==> src/rtl/otter_csr_pkg.sv <==
// otter_csr_pkg
// Shared definitions for the Otter machine-mode trap controller:
//   - CSR addresses of the implemented machine CSRs
//   - bit positions of the implemented status/enable fields
//   - the interrupt cause code written on external-interrupt entry
//   - trap sequencer state and CSR operation enums
//   - helpers to decode funct3 and to compute an RW/RS/RC result
package otter_csr_pkg;

  localparam logic [11:0] CSR_MSTATUS = 12'h300;
  localparam logic [11:0] CSR_MIE     = 12'h304;
  localparam logic [11:0] CSR_MTVEC   = 12'h305;
  localparam logic [11:0] CSR_MEPC    = 12'h341;
  localparam logic [11:0] CSR_MCAUSE  = 12'h342;
  localparam logic [11:0] CSR_MIP     = 12'h344;

  localparam int MSTATUS_MIE  = 3;
  localparam int MSTATUS_MPIE = 7;
  localparam int MIE_MEIE     = 11;

  localparam logic [31:0] MCAUSE_MEI = 32'h8000_000B;

  // mtvec and mepc hold word-aligned addresses only
  localparam logic [31:0] ALIGN_MASK = 32'hFFFF_FFFC;

  typedef enum logic [1:0] {
    IDLE  = 2'b00,
    REDIR = 2'b01,
    HOLD  = 2'b10
  } trap_state_t;

  typedef enum logic [1:0] {
    CSR_OP_NONE = 2'b00,
    CSR_OP_RW   = 2'b01,
    CSR_OP_RS   = 2'b10,
    CSR_OP_RC   = 2'b11
  } csr_op_t;

  // Bit 2 only distinguishes the immediate forms; the immediate already
  // arrives zero-extended in the write data, so both halves decode alike.
  function automatic csr_op_t csr_decode(input logic [2:0] funct3);
    csr_op_t op;
    case (funct3)
      3'b001, 3'b101: op = CSR_OP_RW;
      3'b010, 3'b110: op = CSR_OP_RS;
      3'b011, 3'b111: op = CSR_OP_RC;
      default:        op = CSR_OP_NONE;
    endcase
    return op;
  endfunction

  // New CSR value for an RW/RS/RC op given the current value
  function automatic logic [31:0] csr_apply(input csr_op_t op,
                                            input logic [31:0] old_val,
                                            input logic [31:0] wd);
    logic [31:0] res;
    case (op)
      CSR_OP_RW: res = wd;
      CSR_OP_RS: res = old_val | wd;
      CSR_OP_RC: res = old_val & ~wd;
      default:   res = old_val;
    endcase
    return res;
  endfunction

endpackage

==> src/rtl/otter_csr_regs.sv <==
// otter_csr_regs
// Machine CSR storage with a combinational old-value read port and the
// RW/RS/RC write path. Trap entry and mret override the fields they own
// after the instruction's own write, so they win on overlapping bits.
// Ports:
//   clk, rst          clock, synchronous active-high reset
//   intr              external interrupt level (reflected in mip.MEIP)
//   wr_en, op         commit a CSR write of kind op this cycle
//   addr, wd          CSR address and write operand
//   trap_en           load trap_mepc / trap_mcause (interrupt entry)
//   mst_en            load mst_mie / mst_mpie into mstatus (entry or mret)
//   rdata             old value of addr, zero latency
//   status_mie/mpie   mstatus.MIE / mstatus.MPIE
//   meie              mie.MEIE
//   mtvec, mepc       trap vector and exception PC
module otter_csr_regs
  import otter_csr_pkg::*;
(
  input  logic        clk,
  input  logic        rst,
  input  logic        intr,
  input  logic        wr_en,
  input  csr_op_t     op,
  input  logic [11:0] addr,
  input  logic [31:0] wd,
  input  logic        trap_en,
  input  logic [31:0] trap_mepc,
  input  logic [31:0] trap_mcause,
  input  logic        mst_en,
  input  logic        mst_mie,
  input  logic        mst_mpie,
  output logic [31:0] rdata,
  output logic        status_mie,
  output logic        status_mpie,
  output logic        meie,
  output logic [31:0] mtvec,
  output logic [31:0] mepc
);

  logic [31:0] mcause;
  logic [31:0] wnew;

  // Read mux: old value of the addressed CSR, unimplemented bits read 0
  always_comb begin
    rdata = 32'h0000_0000;
    case (addr)
      CSR_MSTATUS: begin
        rdata[MSTATUS_MIE]  = status_mie;
        rdata[MSTATUS_MPIE] = status_mpie;
      end
      CSR_MIE:     rdata[MIE_MEIE] = meie;
      CSR_MTVEC:   rdata = mtvec;
      CSR_MEPC:    rdata = mepc;
      CSR_MCAUSE:  rdata = mcause;
      CSR_MIP:     rdata[MIE_MEIE] = intr;
      default:     rdata = 32'h0000_0000;
    endcase
  end

  assign wnew = csr_apply(op, rdata, wd);

  // CSR storage: instruction write first, then trap/mret field overrides
  always_ff @(posedge clk) begin
    if (rst) begin
      status_mie  <= 1'b0;
      status_mpie <= 1'b0;
      meie        <= 1'b0;
      mtvec       <= 32'h0000_0000;
      mepc        <= 32'h0000_0000;
      mcause      <= 32'h0000_0000;
    end else begin
      if (wr_en) begin
        case (addr)
          CSR_MSTATUS: begin
            status_mie  <= wnew[MSTATUS_MIE];
            status_mpie <= wnew[MSTATUS_MPIE];
          end
          CSR_MIE:    meie   <= wnew[MIE_MEIE];
          CSR_MTVEC:  mtvec  <= wnew & ALIGN_MASK;
          CSR_MEPC:   mepc   <= wnew & ALIGN_MASK;
          CSR_MCAUSE: mcause <= wnew;
          // mip and unimplemented addresses drop the write
          default:    mcause <= mcause;
        endcase
      end
      if (trap_en) begin
        mepc   <= trap_mepc & ALIGN_MASK;
        mcause <= trap_mcause;
      end
      if (mst_en) begin
        status_mie  <= mst_mie;
        status_mpie <= mst_mpie;
      end
    end
  end

endmodule

==> src/rtl/otter_trap_ctrl.sv <==
// otter_trap_ctrl
// Machine-mode trap sequencer beside the WB stage of the pipelined Otter.
// Commits CSR writes, takes the external interrupt or executes mret on a
// retiring instruction, and emits one-cycle flush/mret/redirect pulses with
// the redirect target. After each redirect a cooldown of TRAP_HOLD cycles
// blocks further traps and mrets (redirect spacing >= TRAP_HOLD + 2).
// Ports:
//   CLK, RST            clock, synchronous active-high reset
//   intr                external interrupt level
//   retire              valid non-squashed instruction in WB
//   wb_pc, wb_next_pc   PC / architectural next PC of that instruction
//   csr_en, csr_funct3  CSR op present and its kind (RW/RS/RC)
//   csr_addr, csr_wd    CSR address and operand
//   mret_in             retiring instruction is mret
//   stall               active-low stall (1 = WB may commit)
//   csr_out             combinational old value of csr_addr
//   flush, mret         registered pulses for trap entry / mret
//   pc_redirect         registered pulse, flush | mret
//   trap_pc             redirect target, held until the next redirect
//   mie_out             current mstatus.MIE
module otter_trap_ctrl
  import otter_csr_pkg::*;
#(
  parameter int TRAP_HOLD = 2
) (
  input  logic        CLK,
  input  logic        RST,
  input  logic        intr,
  input  logic        retire,
  input  logic [31:0] wb_pc,
  input  logic [31:0] wb_next_pc,
  input  logic        csr_en,
  input  logic [2:0]  csr_funct3,
  input  logic [11:0] csr_addr,
  input  logic [31:0] csr_wd,
  input  logic        mret_in,
  input  logic        stall,
  output logic [31:0] csr_out,
  output logic        flush,
  output logic        mret,
  output logic        pc_redirect,
  output logic [31:0] trap_pc,
  output logic        mie_out
);

  localparam int CNT_W = (TRAP_HOLD > 1) ? $clog2(TRAP_HOLD + 1) : 1;
  localparam logic [CNT_W-1:0] CNT_ONE = CNT_W'(1'b1);

  trap_state_t      state;
  logic [CNT_W-1:0] hold_cnt;

  csr_op_t     op;
  logic        wr_en;
  logic        commit;
  logic        take_mret;
  logic        take_trap;
  logic        irq_ok;
  logic        status_mie;
  logic        status_mpie;
  logic        meie;
  logic [31:0] mtvec;
  logic [31:0] mepc;
  logic        mst_en;
  logic        mst_mie;
  logic        mst_mpie;

  // The retiring PC itself is not architecturally needed here
  logic unused_wb_pc;
  assign unused_wb_pc = ^wb_pc;

  assign op        = csr_decode(csr_funct3);
  assign commit    = retire & stall;
  assign wr_en     = commit & csr_en & (op != CSR_OP_NONE);
  assign irq_ok    = intr & status_mie & meie;
  assign take_mret = (state == IDLE) & commit & mret_in;
  assign take_trap = (state == IDLE) & commit & irq_ok & ~mret_in;

  // mstatus override: entry stacks MIE into MPIE, mret restores it
  always_comb begin
    mst_en   = take_mret | take_trap;
    mst_mie  = 1'b0;
    mst_mpie = 1'b0;
    if (take_mret) begin
      mst_mie  = status_mpie;
      mst_mpie = 1'b1;
    end else begin
      mst_mie  = 1'b0;
      mst_mpie = status_mie;
    end
  end

  otter_csr_regs u_regs (
    .clk         (CLK),
    .rst         (RST),
    .intr        (intr),
    .wr_en       (wr_en),
    .op          (op),
    .addr        (csr_addr),
    .wd          (csr_wd),
    .trap_en     (take_trap),
    .trap_mepc   (wb_next_pc),
    .trap_mcause (MCAUSE_MEI),
    .mst_en      (mst_en),
    .mst_mie     (mst_mie),
    .mst_mpie    (mst_mpie),
    .rdata       (csr_out),
    .status_mie  (status_mie),
    .status_mpie (status_mpie),
    .meie        (meie),
    .mtvec       (mtvec),
    .mepc        (mepc)
  );

  assign mie_out = status_mie;

  // Trap sequencer: redirect pulses, target register and cooldown counter
  always_ff @(posedge CLK) begin
    if (RST) begin
      state       <= IDLE;
      hold_cnt    <= {CNT_W{1'b0}};
      flush       <= 1'b0;
      mret        <= 1'b0;
      pc_redirect <= 1'b0;
      trap_pc     <= 32'h0000_0000;
    end else begin
      flush       <= 1'b0;
      mret        <= 1'b0;
      pc_redirect <= 1'b0;
      case (state)
        IDLE: begin
          if (take_mret) begin
            mret        <= 1'b1;
            pc_redirect <= 1'b1;
            trap_pc     <= mepc;
            state       <= REDIR;
          end else if (take_trap) begin
            flush       <= 1'b1;
            pc_redirect <= 1'b1;
            trap_pc     <= mtvec;
            state       <= REDIR;
          end else begin
            state <= IDLE;
          end
        end
        REDIR: begin
          hold_cnt <= CNT_W'(TRAP_HOLD);
          // With no cooldown configured HOLD is skipped entirely
          if (TRAP_HOLD < 1) begin
            state <= IDLE;
          end else begin
            state <= HOLD;
          end
        end
        HOLD: begin
          // Leaving on the last count keeps HOLD exactly TRAP_HOLD cycles
          if (hold_cnt <= CNT_ONE) begin
            hold_cnt <= {CNT_W{1'b0}};
            state    <= IDLE;
          end else begin
            hold_cnt <= hold_cnt - CNT_ONE;
          end
        end
        default: begin
          hold_cnt <= {CNT_W{1'b0}};
          state    <= IDLE;
        end
      endcase
    end
  end

endmodule
==> config.mk <==
export PLATFORM = sky130hd
export DESIGN_NAME = otter_trap_ctrl
export DESIGN_NICKNAME = d
export VERILOG_FILES = /design/src/rtl/otter_csr_pkg.sv /design/src/rtl/otter_csr_regs.sv /design/src/rtl/otter_trap_ctrl.sv
export SDC_FILE = /design/constraint.sdc
export NUM_CORES = 1
export LEC_CHECK = 0
export CELL_PAD_IN_SITES_DETAIL_PLACEMENT = 0
export CELL_PAD_IN_SITES_GLOBAL_PLACEMENT = 1
export CORE_ASPECT_RATIO = 0.7
export CORE_MARGIN = 4
export CORE_UTILIZATION = 33
export DETAILED_ROUTE_END_ITERATION = 8
export GPL_ROUTABILITY_DRIVEN = 0
export MAX_ROUTING_LAYER = met4
export PLACE_DENSITY_LB_ADDON = 0.1
export SLEW_MARGIN = 40
export SYNTH_ARGS = -nofsm -noshare
export SYNTH_HDL_FRONTEND = slang
export SYNTH_SLANG_ARGS = --single-unit
==> constraint.sdc <==
create_clock -name CLK -period 2.4 [get_ports CLK]
set_clock_uncertainty 0.15 [all_clocks]
set_input_delay 0.36 -clock CLK [delete_from_list [all_inputs] [get_ports CLK]]
set_output_delay 0.36 -clock CLK [all_outputs]
set_load 0.05 [all_outputs]
==> impl_metrics.ini <==
[status]
run_status = complete, but fails checks
violations = negative setup slack

[layout]
fin_cells = 1384
final-seq-area_um2 = 2640
area_delta_synth_final_pct = 51.3
drive_above_1_share_pct = 23.9
final_nets = 1214
multi_input_area_um2 = 4140
nFillCells = 2018

[place]
dp_hpwl_um = 20200
placed_cells = 1325
numPortBuffers = 148

[logic_synthesis]
synthArstFlopShare_pct = 0
yosysMostFrequentCell = dfxtp_1
synthTopCellsByArea = dfxtp_1 37%, a211oi_1 5.5%, nand2_1 4.9%
yosys-top-cells-count = 132 x dfxtp_1, 94 x nand2_1, 69 x o21ai_0, 60 x nor2_1, 56 x clkbuf_1
ys.flop_type = dfxtp_1
synth_edf_count = 0
synth_top_area_share_pct = 36.6
synth_area_um2 = 7210
yosysTopAreaCell = dfxtp_1
seq_area_frac_synth_pct = 36.6
ys_ff_latch = 132
yosysWarningCount = 0
netlist_instances = 887
synthDistinctLibCells = 61
synth.avg_cell_area_um2 = 8.13

[sta]
finalSetupTns_ns = -2.18
grt_setup_unrepaired = yes
fmax_ghz = 0.396
tightest_slew_ns = 0.558
relSlewSlack_pct = 62.8
holdWs_ns = 0.0787
fin_crit_sh_pct = 105
setup_viol = 28
maxSlewViolCount = 0
hold_viol = 0
period_minus_slack_ns = 2.53
setup_ws_ns = -0.128

[drt]
dr.pass1.iters = 6
via_count = 7933
postRouteAntennaNets = 0
vias_per_cell = 5.73
drc = 0
wl_per_cell_um = 21.3
wl_um = 29500
drt-initial-drc-count = 1008

[power_and_ir_drop]
p_int_uw = 3960
switching_share_pct = 27.5
p_sw_uw = 1500
power_density_nw_per_um2 = 500
pwr-share-seq_pct = 40.9
power.leakage_uw = 0.00400
p_clk_share_pct = 45.9
power_frac_comb_pct = 13.2
max-vdd-ir-drop_uv = 492

[global_route]
overflow = 0
grt_pass1_wl_um = 45700
grt_pass1_vias = 7570
grt_max_degree = 64
antenna_found_initial = 2
grt_use_total_pct = 24.5

[clocking]
path_clk_slew_ns = 0.06
clk_path_buf_depth = 2
htree_levels = 4
numCtsBuffers = 17
cts_root_buf = clkbuf_16
holdBufCountCts = 0
tritoncts = built
cts_sinks = 132
clkLatencyLatePin_ns = 0.43

[die]
core.rowCount = 44
ios = 186
initial_core_util_pct = 34.2
core_region_area_um2 = 21100
die_h_um = 132
dieArea_um2 = 24300
die_x_um = 185

[worst_setup_path]
crit_arrival_ns = 2.02
path_cells = buf_6 -> or4_4 -> nor3_4 -> buf_6 -> buf_12 -> a222oi_1 -> inv_2 -> buf_12
path_max_fanout = 6
r2r_slack_ns = 0.28
cp-end-kind = output pin
cp_slowest_cell = or4_4
start_kind = primary input
slowest_delay_ns = 0.61
worstPathRequired_ns = 1.89
crit_type = primary input to output pin

[job]
max-cap-violations = 0

[worst_hold_path]
holdCritPathClass = primary input to flop
worst max-delay path: cells and delay by family:
family	cells	cell delay (ns)
buffers and inverters	5	0.67
AND/OR/NAND/NOR	2	0.86
AO/OA/AOI/OAI	1	0.12
final timing paths:
path / from / to / cells after the start
worst min register to register: u_regs.mcause[3]$_SDFFE_PP0P_ / u_regs.mcause[3]$_SDFFE_PP0P_ / 2
worst max register to register: state[0]$_SDFFE_PP0P_ / trap_pc[22]$_SDFFE_PP0P_ / 8
worst max-delay path: csr_addr[5] / csr_out[2] / 8
worst min-delay path: RST / u_regs.mcause[3]$_SDFFE_PP0P_ / 2
state kept, by name, indices dropped and copies added, names as in the netlist, 2 cells and up:
signal,cells
hold_cnt,2
state,2
trap_pc,30
u_regs.mcause,32
u_regs.mepc,30
u_regs.mtvec,30
what timing repair did:
action | CTS | global route
pin swaps | 17 | 13
cloned | 4 | 2
setup endpoints to repair | 78 | 34
resized for setup | 53 | 16
buffers inserted | 11 | 9
power groups by stage:
stage          logic [µW]  clock network [µW]  registers [µW]
6_report              719                2510            2240
5_1_grt               767                2640            2240
4_1_cts               714                2550            2240
3_5_place_dp          711                   0            2280
3_3_place_gp          713                   0            2280
2_1_floorplan         261                   0            2370
stage by stage:
| stage | power, µW | worst slack, ns | area, µm² | util, % |
|---|---|---|---|---|
| detailed placement | 2990 | -0.551 | 10000 | 47.4 |
| finish | 5460 | -0.128 | 10900 | 51.8 |
| global route | 5650 | -0.180 | 10900 | 51.8 |
| global placement | 3000 | -0.523 | 10000 | 47.4 |
| floorplan | 2630 | -0.0993 | 7260 | - |
| CTS | 5490 | -0.127 | 10800 | 51.2 |
cell type report:
cell class / instances / share of cell area (%)
Timing Repair Buffer: 276 / 28.4
Inverter: 33 / 1.13
Clock inverter: 13 / 1.18
Antenna cell: 2 / 0.0459
Multi-Input combinational cell: 633 / 37.9
Sequential cell: 132 / 24.2
Tap cell: 276 / 3.16
Clock buffer: 19 / 3.97
placed cells by master (no fill, tap or decap), types with 26 or more instances in the layout:
cell / Yosys / routed
a211oi_1: 53 / 53
a21oi_1: 35 / 33
a222oi_1: 32 / 32
a311oi_1: 32 / 31
a31oi_1: 27 / 27
buf_12: 0 / 53
buf_4: 4 / 98
clkdlybuf4s50_1: 0 / 101
dfxtp_1: 132 / 132
inv_2: 0 / 26
nand2_1: 94 / 94
nand3_1: 34 / 34
nor2_1: 60 / 60
o21ai_0: 69 / 69
xnor2_1: 28 / 28
cells by family after synthesis:
group                    share of synthesized area [%]
multiplexers                                     0.156
adder cells (fa/ha/maj)                          0.520
buffers and inverters                             7.29
flip-flops                                        36.6
AO/OA/AOI/OAI                                     30.8
XOR/XNOR                                          3.52
AND/OR/NAND/NOR                                   21.0
other                                           0.0520
routing by layer:
| layer | share of wire [%] | track usage (%) | vias to the layer above |
|---|---|---|---|
| li1 | - | - | 3801 |
| met1 | 50 | 37.2 | 3759 |
| met2 | 41 | 33.1 | 348 |
| met3 | 8.1 | 5.22 | 25 |
| met4 | 1.2 | 4.97 | 0 |
| met5 | 0 | - | - |
(Power assumes the default switching activity.)
